**src/rtl/led_pattern_gen.sv**
```systemverilog
// led_pattern_gen: N_CH-channel LED driver with OFF / ON / BLINK / BREATHE modes and shared PWM.
// Define LED_BREATHE_EN to build BREATHE mode; without it mode 3 behaves exactly as OFF.
module led_pattern_gen #(
  parameter int CLK_HZ     = 25000000,
  parameter int TICK_HZ    = 1000,
  parameter int N_CH       = 4,
  parameter int PWM_BITS   = 8,
  parameter int ACTIVE_LOW = 1,
  localparam int CH_W      = (N_CH > 1) ? $clog2(N_CH) : 1
) (
  input  logic                clk,
  input  logic                rst_n,
  input  logic                cfg_we,
  input  logic [CH_W-1:0]     cfg_ch,
  input  logic [1:0]          cfg_mode,
  input  logic [15:0]         cfg_half,
  input  logic [PWM_BITS-1:0] cfg_duty,
  output logic [N_CH-1:0]     led,
  output logic                tick
);

  localparam logic [1:0] MODE_OFF     = 2'd0;
  localparam logic [1:0] MODE_ON      = 2'd1;
  localparam logic [1:0] MODE_BLINK   = 2'd2;
  localparam logic [1:0] MODE_BREATHE = 2'd3;

  localparam int DIV   = CLK_HZ / TICK_HZ;
  localparam int PRE_W = (DIV > 1) ? $clog2(DIV) : 1;
  localparam logic [PRE_W-1:0] PRE_TERM = PRE_W'(DIV - 1);
  localparam logic POL = (ACTIVE_LOW != 0);

  logic [PRE_W-1:0]    pre_q, pre_d;
  logic [PWM_BITS-1:0] pwm_q, pwm_d;
  logic [N_CH-1:0]     led_q, led_d;
  logic [N_CH-1:0]     lit_w;
  logic                tick_w;
  logic                wr_en;

  assign tick_w = (pre_q == PRE_TERM);
  assign pre_d  = tick_w ? '0 : pre_q + PRE_W'(1);
  assign pwm_d  = pwm_q + PWM_BITS'(1);
  assign wr_en  = cfg_we && ({1'b0, cfg_ch} < (CH_W + 1)'(N_CH));

  always_ff @(posedge clk or negedge rst_n) begin
    if (!rst_n) begin
      pre_q <= '0;
      pwm_q <= '0;
    end else begin
      pre_q <= pre_d;
      pwm_q <= pwm_d;
    end
  end

  for (genvar g = 0; g < N_CH; g++) begin : g_ch
    logic [1:0]          mode_q;
    logic [15:0]         half_q;
    logic [15:0]         phase_q;
    logic [15:0]         half_m1;
    logic [PWM_BITS-1:0] duty_q;
    logic                state_q;
    logic                wr;
    logic                stepping;
    logic                wrap;
    logic                lit;

    // A write to this channel takes priority over a coincident tick.
    assign wr      = wr_en && (cfg_ch == CH_W'(g));
    assign half_m1 = (half_q == 16'd0) ? 16'd0 : half_q - 16'd1;
    assign wrap    = (phase_q == half_m1);

`ifdef LED_BREATHE_EN
    logic [PWM_BITS-1:0] level_q;
    logic [PWM_BITS-1:0] level_up;
    logic                dir_q;

    assign stepping = tick_w && ((mode_q == MODE_BLINK) || (mode_q == MODE_BREATHE));
    assign level_up = level_q + PWM_BITS'(1);

    // Triangle between 0 and duty; dir_q = 0 means rising.
    always_ff @(posedge clk or negedge rst_n) begin
      if (!rst_n) begin
        level_q <= '0;
        dir_q   <= 1'b0;
      end else if (wr) begin
        level_q <= '0;
        dir_q   <= 1'b0;
      end else if (stepping && wrap && (mode_q == MODE_BREATHE)) begin
        if (!dir_q) begin
          if (level_q < duty_q) begin
            level_q <= level_up;
            if (level_up == duty_q) dir_q <= 1'b1;
          end
        end else if (level_q != '0) begin
          level_q <= level_q - PWM_BITS'(1);
          if (level_q == PWM_BITS'(1)) dir_q <= 1'b0;
        end
      end
    end
`else
    assign stepping = tick_w && (mode_q == MODE_BLINK);
`endif

    always_ff @(posedge clk or negedge rst_n) begin
      if (!rst_n) begin
        mode_q  <= MODE_OFF;
        half_q  <= '0;
        duty_q  <= '0;
        phase_q <= '0;
        state_q <= 1'b0;
      end else if (wr) begin
        mode_q  <= cfg_mode;
        half_q  <= cfg_half;
        duty_q  <= cfg_duty;
        phase_q <= '0;
        state_q <= 1'b0;
      end else if (stepping) begin
        if (wrap) begin
          phase_q <= '0;
          if (mode_q == MODE_BLINK) state_q <= ~state_q;
        end else begin
          phase_q <= phase_q + 16'd1;
        end
      end
    end

    always_comb begin
      lit = 1'b0;
      case (mode_q)
        MODE_ON:      lit = (pwm_q < duty_q);
        MODE_BLINK:   lit = state_q && (pwm_q < duty_q);
`ifdef LED_BREATHE_EN
        MODE_BREATHE: lit = (pwm_q < level_q);
`endif
        default:      lit = 1'b0;
      endcase
    end

    assign lit_w[g] = lit;
  end

  assign led_d = lit_w ^ {N_CH{POL}};

  always_ff @(posedge clk or negedge rst_n) begin
    if (!rst_n) begin
      led_q <= {N_CH{POL}};
    end else begin
      led_q <= led_d;
    end
  end

  assign led  = led_q;
  assign tick = tick_w;

endmodule

```
**config.mk**
```make
export PLATFORM = sky130hd
export DESIGN_NAME = led_pattern_gen
export DESIGN_NICKNAME = d
export VERILOG_FILES = /design/src/rtl/led_pattern_gen.sv
export SDC_FILE = /design/constraint.sdc
export NUM_CORES = 1
export LEC_CHECK = 0
export CAP_MARGIN = 20
export CELL_PAD_IN_SITES_DETAIL_PLACEMENT = 1
export CELL_PAD_IN_SITES_GLOBAL_PLACEMENT = 1
export CORE_MARGIN = 5
export CORE_UTILIZATION = 42
export DETAILED_ROUTE_END_ITERATION = 12
export PLACE_DENSITY = 0.68
export SLEW_MARGIN = 20
export SYNTH_ARGS = -nofsm -noshare
export SYNTH_HDL_FRONTEND = slang
export SYNTH_SLANG_ARGS = --single-unit
```
**constraint.sdc**
```tcl
create_clock -name clk -period 3.86 [get_ports clk]
set_input_delay 0.772 -clock clk [delete_from_list [all_inputs] [get_ports clk]]
set_output_delay 0.772 -clock clk [all_outputs]
set_load 0.005 [all_outputs]
```
* Word level (Yosys, flattened, before mapping) *
Index checks and enable logic that the tools add are counted.

word-level totals
  bits in registers = 199
  bits in latches = 0
  memory bits (writable) = 0
  bits in read-only memories = 0
  output and inout bits = 5
  logic and storage cells = 128
  memories kept = 0

cells by class
  $add $sub $neg = 10
  multiply operators = 0
  div/mod/pow operators = 0
  order comparisons = 4
  equal/unequal tests = 16
  shifts and indexed selects = 0
  multiplexer cells = 37
  bitwise gates (word level) = 5
  reduce and logical (&&, ||, !) cells = 33

operators with widths
  cell                   number
  $mux 16                16
  $add 16x1->16 const B  4
  $eq 16x16->1           4
  $logic_not 16->1       4
  $sub 16x1->16 const B  4
  $lt 8x8->1             4
  $reduce_bool 2->1      12
  $mux 1                 16
  $add 15x1->15 const B  1
  $eq 15x15->1 const B   1
  $mux 15                1
  $eq 2x2->1 const B     6
  $logic_and 1x1->1      12
  $reduce_and 3->1       4
  $eq 2x1->1 const B     5
  $add 8x1->8 const B    1
  $pmux 1 s2             4
  $not 1->1              4
  $not 4->4              1
  $logic_not 2->1        1

* Logic depth before layout (Yosys ltp) *
Gate-level depths: netlist of run 1.

  depth in word-level cells = 6
  gate-level depth with buffers = 12
  mapped depth without buffers = 10

* Worst setup path after synthesis of run 1 *
Ideal clock, no wire load.

  path type = flip-flop to flip-flop
  start point = reg g_ch[1].half_q[0]
  end point = reg g_ch[1].phase_q[4]
  setup time = 0.136 ns
  arrival = 3.033 ns
  setup slack = 0.691 ns
  cell stages (with the launch flop) = 12
  path buffers = 1
  cell sequence = dfrtp_1 -> inv_1 -> ha_1 -> or4b_2 -> or2_1 -> nand2b_1 -> o21ai_0 -> a22oi_1 -> or4_4 -> nor4_4 -> buf_4 -> nor3_1

between the ends
  longest elaborated chain between the ends = 6

RTL lines
  element                                            line  source
  start: declaration                                 56    logic [15:0] half_q;
  start signal: assignment                           112   half_q <= cfg_half;
  $sub 16x1->16 or $logic_not 16->1 (tied branches)  68    assign half_m1 = (half_q == 16'd0) ? 16'd0 : half_q - 16'd1;
  $mux 16 *                                          68
  $eq 16x16->1 *                                     69    assign wrap = (phase_q == half_m1);
  $mux 16 *                                          117   if (wrap) begin
  $mux 16 *                                          116   end else if (stepping) begin
  $mux 16 *                                          110   end else if (wr) begin
  end signal: assignment                             121   phase_q <= phase_q + 16'd1;
  end: declaration                                   57    logic [15:0] phase_q;

Mark *: on every way between the ends. The rest lies on a longest branch, timed or not. The select of a mux whose other input is x is not followed.
A chain may end at the register's enable or synchronous reset.

* Worst setup path after layout of run 1 *
  start point = reg g_ch[1].half_q[0]
  end point = reg g_ch[1].phase_q[11]

The elaborated chain is that of the path after synthesis.

==> reports/qor.txt, run 1 <==
post-route cell area: 0.0136 sq mm
# H-tree levels: 4
mean cell area of the mapped netlist: 9.12 sq um
Sinks on Clock Net: 199
xor/xnor share of the synthesized area: 9.60%
hpwl dp: 24400 um
LEAKAGE: 5.81 nW
#FFs+latches synth: 199
Post-DP Area: 0.0130 sq mm
EDFF count, synth: 0
Seq/Total Area, Yosys: 40.8%
iteration count of the initial detailed-routing pass: 5
period utilisation layout: 92.7%
leading area contributor after synthesis: dfrtp_1
post-synth top area share: 40.0%
cts hold-fix bufs: 0
CTS tree: done
Worst-path clk slew: 0.07 ns
total number of vias: 9870
RSZ-0062 raised after global routing: no
Post-synth top cells: dfrtp_1 (195), nand2_1 (182), nor3_1 (77)
Syn Inst Count: 1339
height of the die: 180 um
Setup-failing EPs final: 0
pwr/cell area: 410 mW/mm^2
main combinational cell family by area after synthesis: simple AND/OR/NAND/NOR gates
number of I/O port buffers: 35
Synth Cell Area: 0.0122 sq mm
total routed wirelength: 33500 um
Final Max Slew Viols: 0
Hold Vio Cnt, Final: 0
number of DRC markers in iteration 0: 593
root buf cell: clkbuf_16
Worst Hold Class: in -> async
Num CTS Buffers: 17
most frequent cell after synthesis: dfrtp_1
top_reg_cell synth: dfrtp_1
Synth Area in Adders: 4.72%
# IOs: 36
die extent in x: 180 um
Resize count post-CTS: 0
warning count from the yosys run: 0
Avg Vias per Cell: 5.63
vias in the first global route: 10363
synthesis-to-finish area growth: 11.5%
Placement Rows: 62
wire per inst: 19.1 um
Detail Route Antenna Nets: 0
critical path capture point type: flop
worst setup margin: 0.282 ns
Worst-Margin Slew: 0.678 ns
Ant. Diodes: 0
Tmin final: 3.58 ns
Synth Area in Simple Gates: 24.8%
Critical Path RT: 4.15 ns
post-synth cell types: 91
mux contribution to synthesized area: 4.26%
Max Clock Freq: 0.279 GHz
Worst EP arrival: 3.87 ns
Setup crit start kind: flop
Post-CTS Repair Setup Buffers: 0
VDD IR max: 0.000314 V
maxcap violations: 0
nets: 1432
initial antenna violation count: 0
DRC Markers: 0
total track usage: 20.7%
Slew Limit Headroom: 54.4%
post-placement cell count: 1720
first-pass GRT wire length: 55500 um
share of cells above drive strength 1: 10.0%
crit-path max FO: 8
filler instances: 3307
largest cells by area after synthesis: dfrtp_1 (40%), nand2_1 (5.6%), ha_1 (4.7%)
asr flop ratio synth: 100%
core area: 0.0287 sq mm
hold slack: 0.295 ns
GPL Wtd Cong: 0.875
Max Clock Skew: 0.0112 ns
Compound-Gate Fraction of Synth Area: 11.4%
Longest Clk Path Bufs: 2
DP Worst Slack: 0.246 ns
largest net degree at the start of global routing: 86
total negative slack: 0 ns
post-route insts no fill: 1752
initial core utilization: 42.5%
Syn Nets: 1416
kind of critical path: reg -> reg
grt total ovfl: 0
worst skew pair latency: 0.45 ns
status: complete, no violations
Die ar.: 0.0326 sq mm
[state kept, by name, indices dropped and copies added (netlist names)]
register	count
g_ch.half_q	64
g_ch.state_q	4
led	4
g_ch.phase_q	64
g_ch.mode_q	8
pre_q	15
g_ch.duty_q	32
pwm_q	8
[per-layer routing]
layer | vias up | global-route usage, % | wire length [um]
met4 | 0 | 3.84 | 328
li1 | 4778 | - | -
met2 | 115 | 35.4 | 16300
met3 | 18 | 3.23 | 879
met1 | 4959 | 28.1 | 16000
met5 | - | 0 | 0
[cell families (layout without fill, tap and decap cells)]
| logic type | Yosys count | count (layout) |
|---|---|---|
| AO/OA/AOI/OAI | 211 | 211 |
| XOR/XNOR | 129 | 129 |
| adder cells (fa/ha/maj) | 46 | 46 |
| buffers and inverters | 131 | 160 |
| flip-flops | 199 | 199 |
| multiplexers | 47 | 47 |
| AND/OR/NAND/NOR | 576 | 576 |
[layout make-up]
class	instances	area, sq um	share of cell area [%]
multi-input combinational	1009	6710	49.3
inverter	68	255	1.88
clock inverter	15	181	1.33
clock buffer	17	425	3.13
timing repair buffer	60	567	4.17
tap	384	480	3.53
sequential	199	4980	36.6
[worst paths after layout]
path	cells after the start	startpoint	slack (ns)	to
min in group clk	1	pre_q[0]	0.47	pre_q[0]
max reg2reg	11	g_ch[1].half_q[0]	0.28	g_ch[1].phase_q[11]
min reg2reg	1	pre_q[0]	0.47	pre_q[0]
max in group asynchronous	2	rst_n	2.69	led[3]
min	1	rst_n	0.30	g_ch[2].phase_q[9]
max	11	g_ch[1].half_q[0]	0.28	g_ch[1].phase_q[11]
[stage by stage]
stage               power, mW  utilization, %
finish                   5.58            47.4
global route             5.90            47.4
CTS                      5.63            47.4
detailed placement       3.73            45.3
global placement         3.68            45.3
floorplan                3.33               -
[critical path, stage by stage, from the launching register on]
cell and delay, ns:
dfrtp_1 0.42, inv_1 0.10, ha_1 0.24, or4b_2 0.65, or2_1 0.27, nand2b_1 0.24, o21ai_0 0.15, a22oi_1 0.09
or4_4 0.58, nor4_4 0.37, buf_4 0.25, nor3_1 0.07
[cell usage in the layout (no fill, tap or decap), drive strengths merged, types with 15 or more instances in the layout]
cell type and count:
a21o 21, a21oi 37, and3 24, buf 25, clkbuf 18, clkdlybuf4s50 34, dfrtp 195, ha 46
inv 76, mux2 40, nand2 182, nand2b 15, nand3 49, nand4 32, nor2 69, nor3 78
nor4 30, o21ai 78, or3 18, or4 19, xnor2 65, xor2 61
[power breakdown]
part	total (mW)	internal (mW)	switching, mW
clock network	1.89	0.985	0.907
logic	1.16	0.521	0.634
registers	2.53	2.28	0.245
Note: power is estimated with default switching activity, not from simulation.
==> inputs of run 2 (changes only) <==
--- a/config.mk
+++ b/config.mk
@@ -8,7 +8,7 @@
 export CAP_MARGIN = 20
 export CELL_PAD_IN_SITES_DETAIL_PLACEMENT = 1
 export CELL_PAD_IN_SITES_GLOBAL_PLACEMENT = 1
-export CORE_MARGIN = 5
+export CORE_MARGIN = 2
 export CORE_UTILIZATION = 42
 export DETAILED_ROUTE_END_ITERATION = 12
 export PLACE_DENSITY = 0.68
==> run 2 against run 1 <==
Compared with the run above: first-iteration DRC count increased by 2.4%; maximum frequency increased by 2.2%; clock skew increased by 0.0023 ns; worst setup slack improved by 0.078 ns; critical path type unchanged.
==> reports/qor.txt, run 2 (synthesis gave the netlist of run 1 again) <==
WP buf/inv: 3 (was 2)
Critical Path RT: 4.24 ns (was 4.15 ns)
die extent in x: 174 um (was 180 um)
Setup-failing EPs final: 0 (unchanged)
Setup crit start kind: flop (unchanged)
Worst Hold Class: in -> async (unchanged)
share of cells above drive strength 1: 10.1% (was 10.0%)
root buf cell: clkbuf_16 (unchanged)
wire per inst: 19.0 um (was 19.1 um)
maxcap violations: 0 (unchanged)
crit-path max FO: 13 (was 8)
Num CTS Buffers: 17 (unchanged)
total negative slack: 0 ns (unchanged)
hold slack: 0.360 ns (was 0.295 ns)
most used cell, CP: buf_4
Placement Rows: 62 (unchanged)
nets: 1433 (was 1432)
reg2reg path depth: 12 (was 11)
CTS tree: done (unchanged)
Final Max Slew Viols: 0 (unchanged)
slowest stage cell on the critical path: or4b_2 (unchanged)
commonest non-fill, non-tap cell in the layout: dfrtp_1 (unchanged)
Worst-Margin Slew: 0.823 ns (was 0.678 ns)
worst setup margin: 0.360 ns (was 0.282 ns)
sequential cell area: 0.00498 sq mm (unchanged)
RR Startpoint: g_ch[1].half_q[0] (unchanged)
# H-tree levels: 4 (unchanged)
number of DRC markers in iteration 0: 607 (was 593)
status: complete, no violations (unchanged)
GPL Wtd Cong: 0.832 (was 0.875)
iteration count of the initial detailed-routing pass: 5 (unchanged)
Avg Vias per Cell: 5.66 (was 5.63)
Max Clock Freq: 0.286 GHz (was 0.279 GHz)
Slew Limit Headroom: 45.1% (was 54.4%)
PnR Total Power: 5.59 mW (was 5.58 mW)
largest net degree at the start of global routing: 98 (was 86)
Tmin final: 3.50 ns (was 3.58 ns)
period utilisation layout: 90.7% (was 92.7%)
Detail Route Antenna Nets: 0 (unchanged)
total routed wirelength: 33300 um (was 33500 um)
Die ar.: 0.0304 sq mm (was 0.0326 sq mm)
height of the die: 174 um (was 180 um)
pwr/cell area: 410 mW/mm^2 (about the same)
most frequent cells in the layout: dfrtp_1 (195), nand2_1 (182), nor3_1 (77) (unchanged)
number of I/O port buffers: 35 (unchanged)
reg2reg end: g_ch[1].state_q (was g_ch[1].phase_q[11])
cts hold-fix bufs: 0 (unchanged)
# IOs: 36 (unchanged)
Max Clock Skew: 0.0135 ns (was 0.0112 ns)
r2r setup slk: 0.36 ns (was 0.28 ns)
Worst EP arrival: 3.88 ns (was 3.87 ns)
Post-CTS Repair Setup Buffers: 0 (unchanged)
total track usage: 23.0% (was 20.7%)
family with the most delay on the worst path: simple AND/OR/NAND/NOR gates (unchanged)
DRC Markers: 0 (unchanged)
filler instances: 3300 (was 3307)
Worst-path clk slew: 0.08 ns (was 0.07 ns)
worst skew pair latency: 0.46 ns (was 0.45 ns)
Resize count post-CTS: 0 (unchanged)
hpwl dp: 24100 um (was 24400 um)
vias in the first global route: 10272 (was 10363)
Longest Clk Path Bufs: 2 (unchanged)
Sinks on Clock Net: 199 (unchanged)
critical path capture point type: flop (unchanged)
grt total ovfl: 0 (unchanged)
area of the multi-input gates: 0.00671 sq mm (unchanged)
kind of critical path: reg -> reg (unchanged)
LEAKAGE: 5.82 nW (was 5.81 nW)
initial core utilization: 42.6% (was 42.5%)
RSZ-0062 raised after global routing: no (unchanged)
initial antenna violation count: 0 (unchanged)
critical-path cell list: inv_1 > ha_1 > or4b_2 > or2_1 > nor2b_1 > buf_4 > a21oi_1 > o21ai_0 > o211ai_1 > nor4_4 > buf_4 > mux2i_1 (was inv_1 > ha_1 > or4b_2 > or2_1 > nand2b_1 > o21ai_0 > a22oi_1 > or4_4 > nor4_4 > buf_4 > nor3_1)
post-placement cell count: 1721 (was 1720)
synthesis-to-finish area growth: 11.6% (was 11.5%)
total number of vias: 9929 (was 9870)
core area: 0.0286 sq mm (was 0.0287 sq mm)
VDD IR max: 0.000351 V (was 0.000314 V)
DP Worst Slack: 0.435 ns (was 0.246 ns)
Top Registers: g_ch.half_q x64, g_ch.phase_q x64, g_ch.duty_q x32 (unchanged)
first-pass GRT wire length: 56000 um (was 55500 um)
Ant. Diodes: 0 (unchanged)
max incr delay on CP: 0.66 ns (was 0.65 ns)
post-route insts no fill: 1753 (was 1752)
Crit path depth: 12 (was 11)
Hold Vio Cnt, Final: 0 (unchanged)
-- run 2: per-layer routing --
layer  GRT usage, %  vias up  part of all wire, %
li1               -     4780                    -
met1           31.2     4999                   47
met2           38.5      118                   49
met3           4.00       32                  2.7
met4           5.08        0                  1.3
met5              0        -                    0
-- run 2: worst max path at each step --
stage                           start                  to  slack, ns
floorplan           g_ch[1].half_q[0]  g_ch[1].phase_q[4]       0.69
global placement    g_ch[1].half_q[0]     g_ch[1].state_q       0.52
detailed placement  g_ch[1].half_q[0]  g_ch[1].phase_q[0]       0.43
CTS                 g_ch[1].half_q[0]     g_ch[1].state_q       0.36
global route        g_ch[1].half_q[0]  g_ch[1].phase_q[0]       0.10
finish              g_ch[1].half_q[0]     g_ch[1].state_q       0.36
-- run 2: where the power goes --
part           switching, mW  leakage (nW)  total, mW  internal, mW
clock network          0.954         0.306       1.90         0.948
logic                  0.635          2.97       1.15         0.520
registers              0.247          2.55       2.53          2.28
-- run 2: final cells by class --
class	count	area share, %
multi-input cells	1009	49.3
inverters	68	1.87
well taps	384	3.53
repair buffers	61	4.12
flip-flops and latches	199	36.6
clock buffers	17	3.12
clock inverters	15	1.49
-- run 2: stage by stage --
stage / util [%] / area [sq um]
2_1_floorplan: - / 12200
3_3_place_gp: 45.4 / 13000
3_5_place_dp: 45.4 / 13000
4_1_cts: 47.6 / 13600
5_1_grt: 47.6 / 13600
6_report: 47.6 / 13600
==> inputs of run 3 (changes only) <==
--- a/config.mk
+++ b/config.mk
@@ -10,6 +10,7 @@
 export CELL_PAD_IN_SITES_GLOBAL_PLACEMENT = 1
 export CORE_MARGIN = 2
 export CORE_UTILIZATION = 42
+export CTS_BUF_LIST = sky130_fd_sc_hd__clkbuf_4 sky130_fd_sc_hd__clkbuf_8
 export DETAILED_ROUTE_END_ITERATION = 12
 export PLACE_DENSITY = 0.68
 export SLEW_MARGIN = 20
==> run 3 against run 2 <==
Compared with the run above: total power decreased by 7.9%; worst setup slack improved by 0.019 ns; sequential share of layout area increased by 0.52 points; maximum frequency grew 0.55%; sequential cell count did not move.
==> reports/qor.txt, run 3 (synthesis gave the netlist of run 1 again) <==
switch share: 34.5% (was 32.9%)
worst skew pair latency: 0.51 ns (was 0.46 ns)
Resize count post-CTS: 0 (unchanged)
Num CTS Buffers: 17 (unchanged)
hpwl dp: 24100 um (unchanged)
critical-path cell list: inv_1 > ha_1 > or4b_2 > or2_1 > nand2b_1 > nor4_1 > o21ai_0 > or4_4 > nor4b_2 > o21ai_0 (was inv_1 > ha_1 > or4b_2 > or2_1 > nor2b_1 > buf_4 > a21oi_1 > o21ai_0 > o211ai_1 > nor4_4 > buf_4 > mux2i_1)
LEAKAGE: 5.73 nW (was 5.82 nW)
filler instances: 3317 (was 3300)
Worst-Margin Slew: 0.819 ns (was 0.823 ns)
sequential cell area: 0.00498 sq mm (unchanged)
Detail Route Antenna Nets: 0 (unchanged)
area of the multi-input gates: 0.00671 sq mm (unchanged)
Hold Vio Cnt, Final: 0 (unchanged)
CTS tree: done (unchanged)
most used cell, CP: o21ai_0 (was buf_4)
Avg Vias per Cell: 5.65 (was 5.66)
combinational share of power: 22.4% (was 20.7%)
Top Registers: g_ch.half_q x64, g_ch.phase_q x64, g_ch.duty_q x32 (unchanged)
DRC Markers: 0 (unchanged)
total negative slack: 0 ns (unchanged)
Ant. Diodes: 0 (unchanged)
# IOs: 36 (unchanged)
wire per inst: 18.9 um (was 19.0 um)
Longest Clk Path Bufs: 2 (unchanged)
Setup crit start kind: flop (unchanged)
post-route cell area: 0.0134 sq mm (was 0.0136 sq mm)
clock share of power: 28.5% (was 34.0%)
iteration count of the initial detailed-routing pass: 4 (was 5)
Post-DP Area: 0.0130 sq mm (unchanged)
kind of critical path: reg -> reg (unchanged)
total routed wirelength: 33100 um (was 33300 um)
total track usage: 22.7% (was 23.0%)
P_sw: 1.78 mW (was 1.84 mW)
Worst EP arrival: 3.85 ns (was 3.88 ns)
grt total ovfl: 0 (unchanged)
WP buf/inv: 1 (was 3)
initial core utilization: 42.6% (unchanged)
Internal: 3.37 mW (was 3.75 mW)
Sinks on Clock Net: 199 (unchanged)
Worst-path clk slew: 0.12 ns (was 0.08 ns)
most frequent cells in the layout: dfrtp_1 (195), nand2_1 (182), nor3_1 (77) (unchanged)
slowest stage cell on the critical path: or4b_2 (unchanged)
height of the die: 174 um (unchanged)
largest net degree at the start of global routing: 98 (unchanged)
crit-path max FO: 6 (was 13)
period utilisation layout: 90.2% (was 90.7%)
Die ar.: 0.0304 sq mm (unchanged)
GPL Wtd Cong: 0.832 (unchanged)
Max Clock Skew: 0.0172 ns (was 0.0135 ns)
Tmin final: 3.48 ns (was 3.50 ns)
first-pass GRT wire length: 55300 um (was 56000 um)
cts hold-fix bufs: 0 (unchanged)
worst setup margin: 0.379 ns (was 0.360 ns)
critical path capture point type: flop (unchanged)
DP Worst Slack: 0.435 ns (unchanged)
Sequential Power Share: 49.2% (was 45.3%)
max incr delay on CP: 0.66 ns (about the same)
number of DRC markers in iteration 0: 588 (was 607)
root buf cell: clkbuf_8 (was clkbuf_16)
maxcap violations: 0 (unchanged)
RSZ-0062 raised after global routing: no (unchanged)
r2r setup slk: 0.38 ns (was 0.36 ns)
commonest non-fill, non-tap cell in the layout: dfrtp_1 (unchanged)
Post-CTS Repair Setup Buffers: 0 (unchanged)
Final Max Slew Viols: 0 (unchanged)
Worst Hold Class: in -> async (unchanged)
VDD IR max: 0.000242 V (was 0.000351 V)
pwr/cell area: 383 mW/mm^2 (was 410 mW/mm^2)
share of cells above drive strength 1: 10.1% (unchanged)
initial antenna violation count: 0 (unchanged)
Max Clock Freq: 0.287 GHz (was 0.286 GHz)
synthesis-to-finish area growth: 10.0% (was 11.6%)
Setup-failing EPs final: 0 (unchanged)
vias in the first global route: 10161 (was 10272)
die extent in x: 174 um (unchanged)
Critical Path RT: 4.23 ns (was 4.24 ns)
# H-tree levels: 4 (unchanged)
Slew Limit Headroom: 45.4% (was 45.1%)
family with the most delay on the worst path: simple AND/OR/NAND/NOR gates (unchanged)
total number of vias: 9903 (was 9929)
number of I/O port buffers: 35 (unchanged)
nets: 1433 (unchanged)
core area: 0.0286 sq mm (unchanged)
status: complete, no violations (unchanged)
Placement Rows: 62 (unchanged)
## run 3: cell counts in the layout (fill, tap and decap cells not counted)
No cell type changed its count.
## run 3: layout make-up
cell class,instances,share of cell area [%]
Clock buffer,17,1.74
Timing Repair Buffer,61,4.18
Inverter,68,1.90
Multi-Input combinational cell,1009,50.0
Tap cell,384,3.58
Sequential cell,199,37.1
Clock inverter,15,1.51
## run 3: worst paths after layout
kind                                      end              start  cells past startpoint
hold / removal             g_ch[2].phase_q[4]              rst_n                      1
setup reg to reg           g_ch[1].phase_q[0]  g_ch[1].half_q[0]                     10
hold reg to reg                      pre_q[0]           pre_q[0]                      1
min in group clk                     pre_q[0]           pre_q[0]                      1
setup / recovery           g_ch[1].phase_q[0]  g_ch[1].half_q[0]                     10
max in group asynchronous              led[3]              rst_n                      2
## run 3: worst register-to-register path, cell delays in order (launching register included)
cell      delay, ns
dfrtp_1        0.42
inv_1          0.09
ha_1           0.23
or4b_2         0.66
or2_1          0.29
nand2b_1       0.25
nor4_1         0.23
o21ai_0        0.13
or4_4          0.45
nor4b_2        0.42
o21ai_0        0.17
## run 3: metal layers
layer	track usage, %	part of all wire, %	wire length, um	up-vias
met3	3.81	2.7	881	29
met1	30.9	48	15900	4993
li1	-	-	-	4780
met2	37.8	48	15900	101
met5	0	0	0	-
met4	5.53	1.4	461	0
## run 3: through the flow
step | cells | utilization [%] | hold WS (ns) | total power, mW
floorplan | 1339 | - | 0.433 | 3.33
global placement | 1721 | 45.4 | 0.453 | 3.68
detailed placement | 1721 | 45.4 | 0.458 | 3.72
CTS | 1753 | 46.9 | 0.325 | 5.22
global route | 1753 | 46.9 | 0.340 | 5.46
finish | 1753 | 46.9 | 0.303 | 5.15
## run 3: power groups by stage
stage	Sequential, mW	Clock [mW]	Combinational, mW
4_1_cts	2.53	1.53	1.16
6_report	2.53	1.46	1.15
2_1_floorplan	2.46	0	0.870
3_3_place_gp	2.56	0	1.12
5_1_grt	2.57	1.59	1.30
3_5_place_dp	2.57	0	1.15
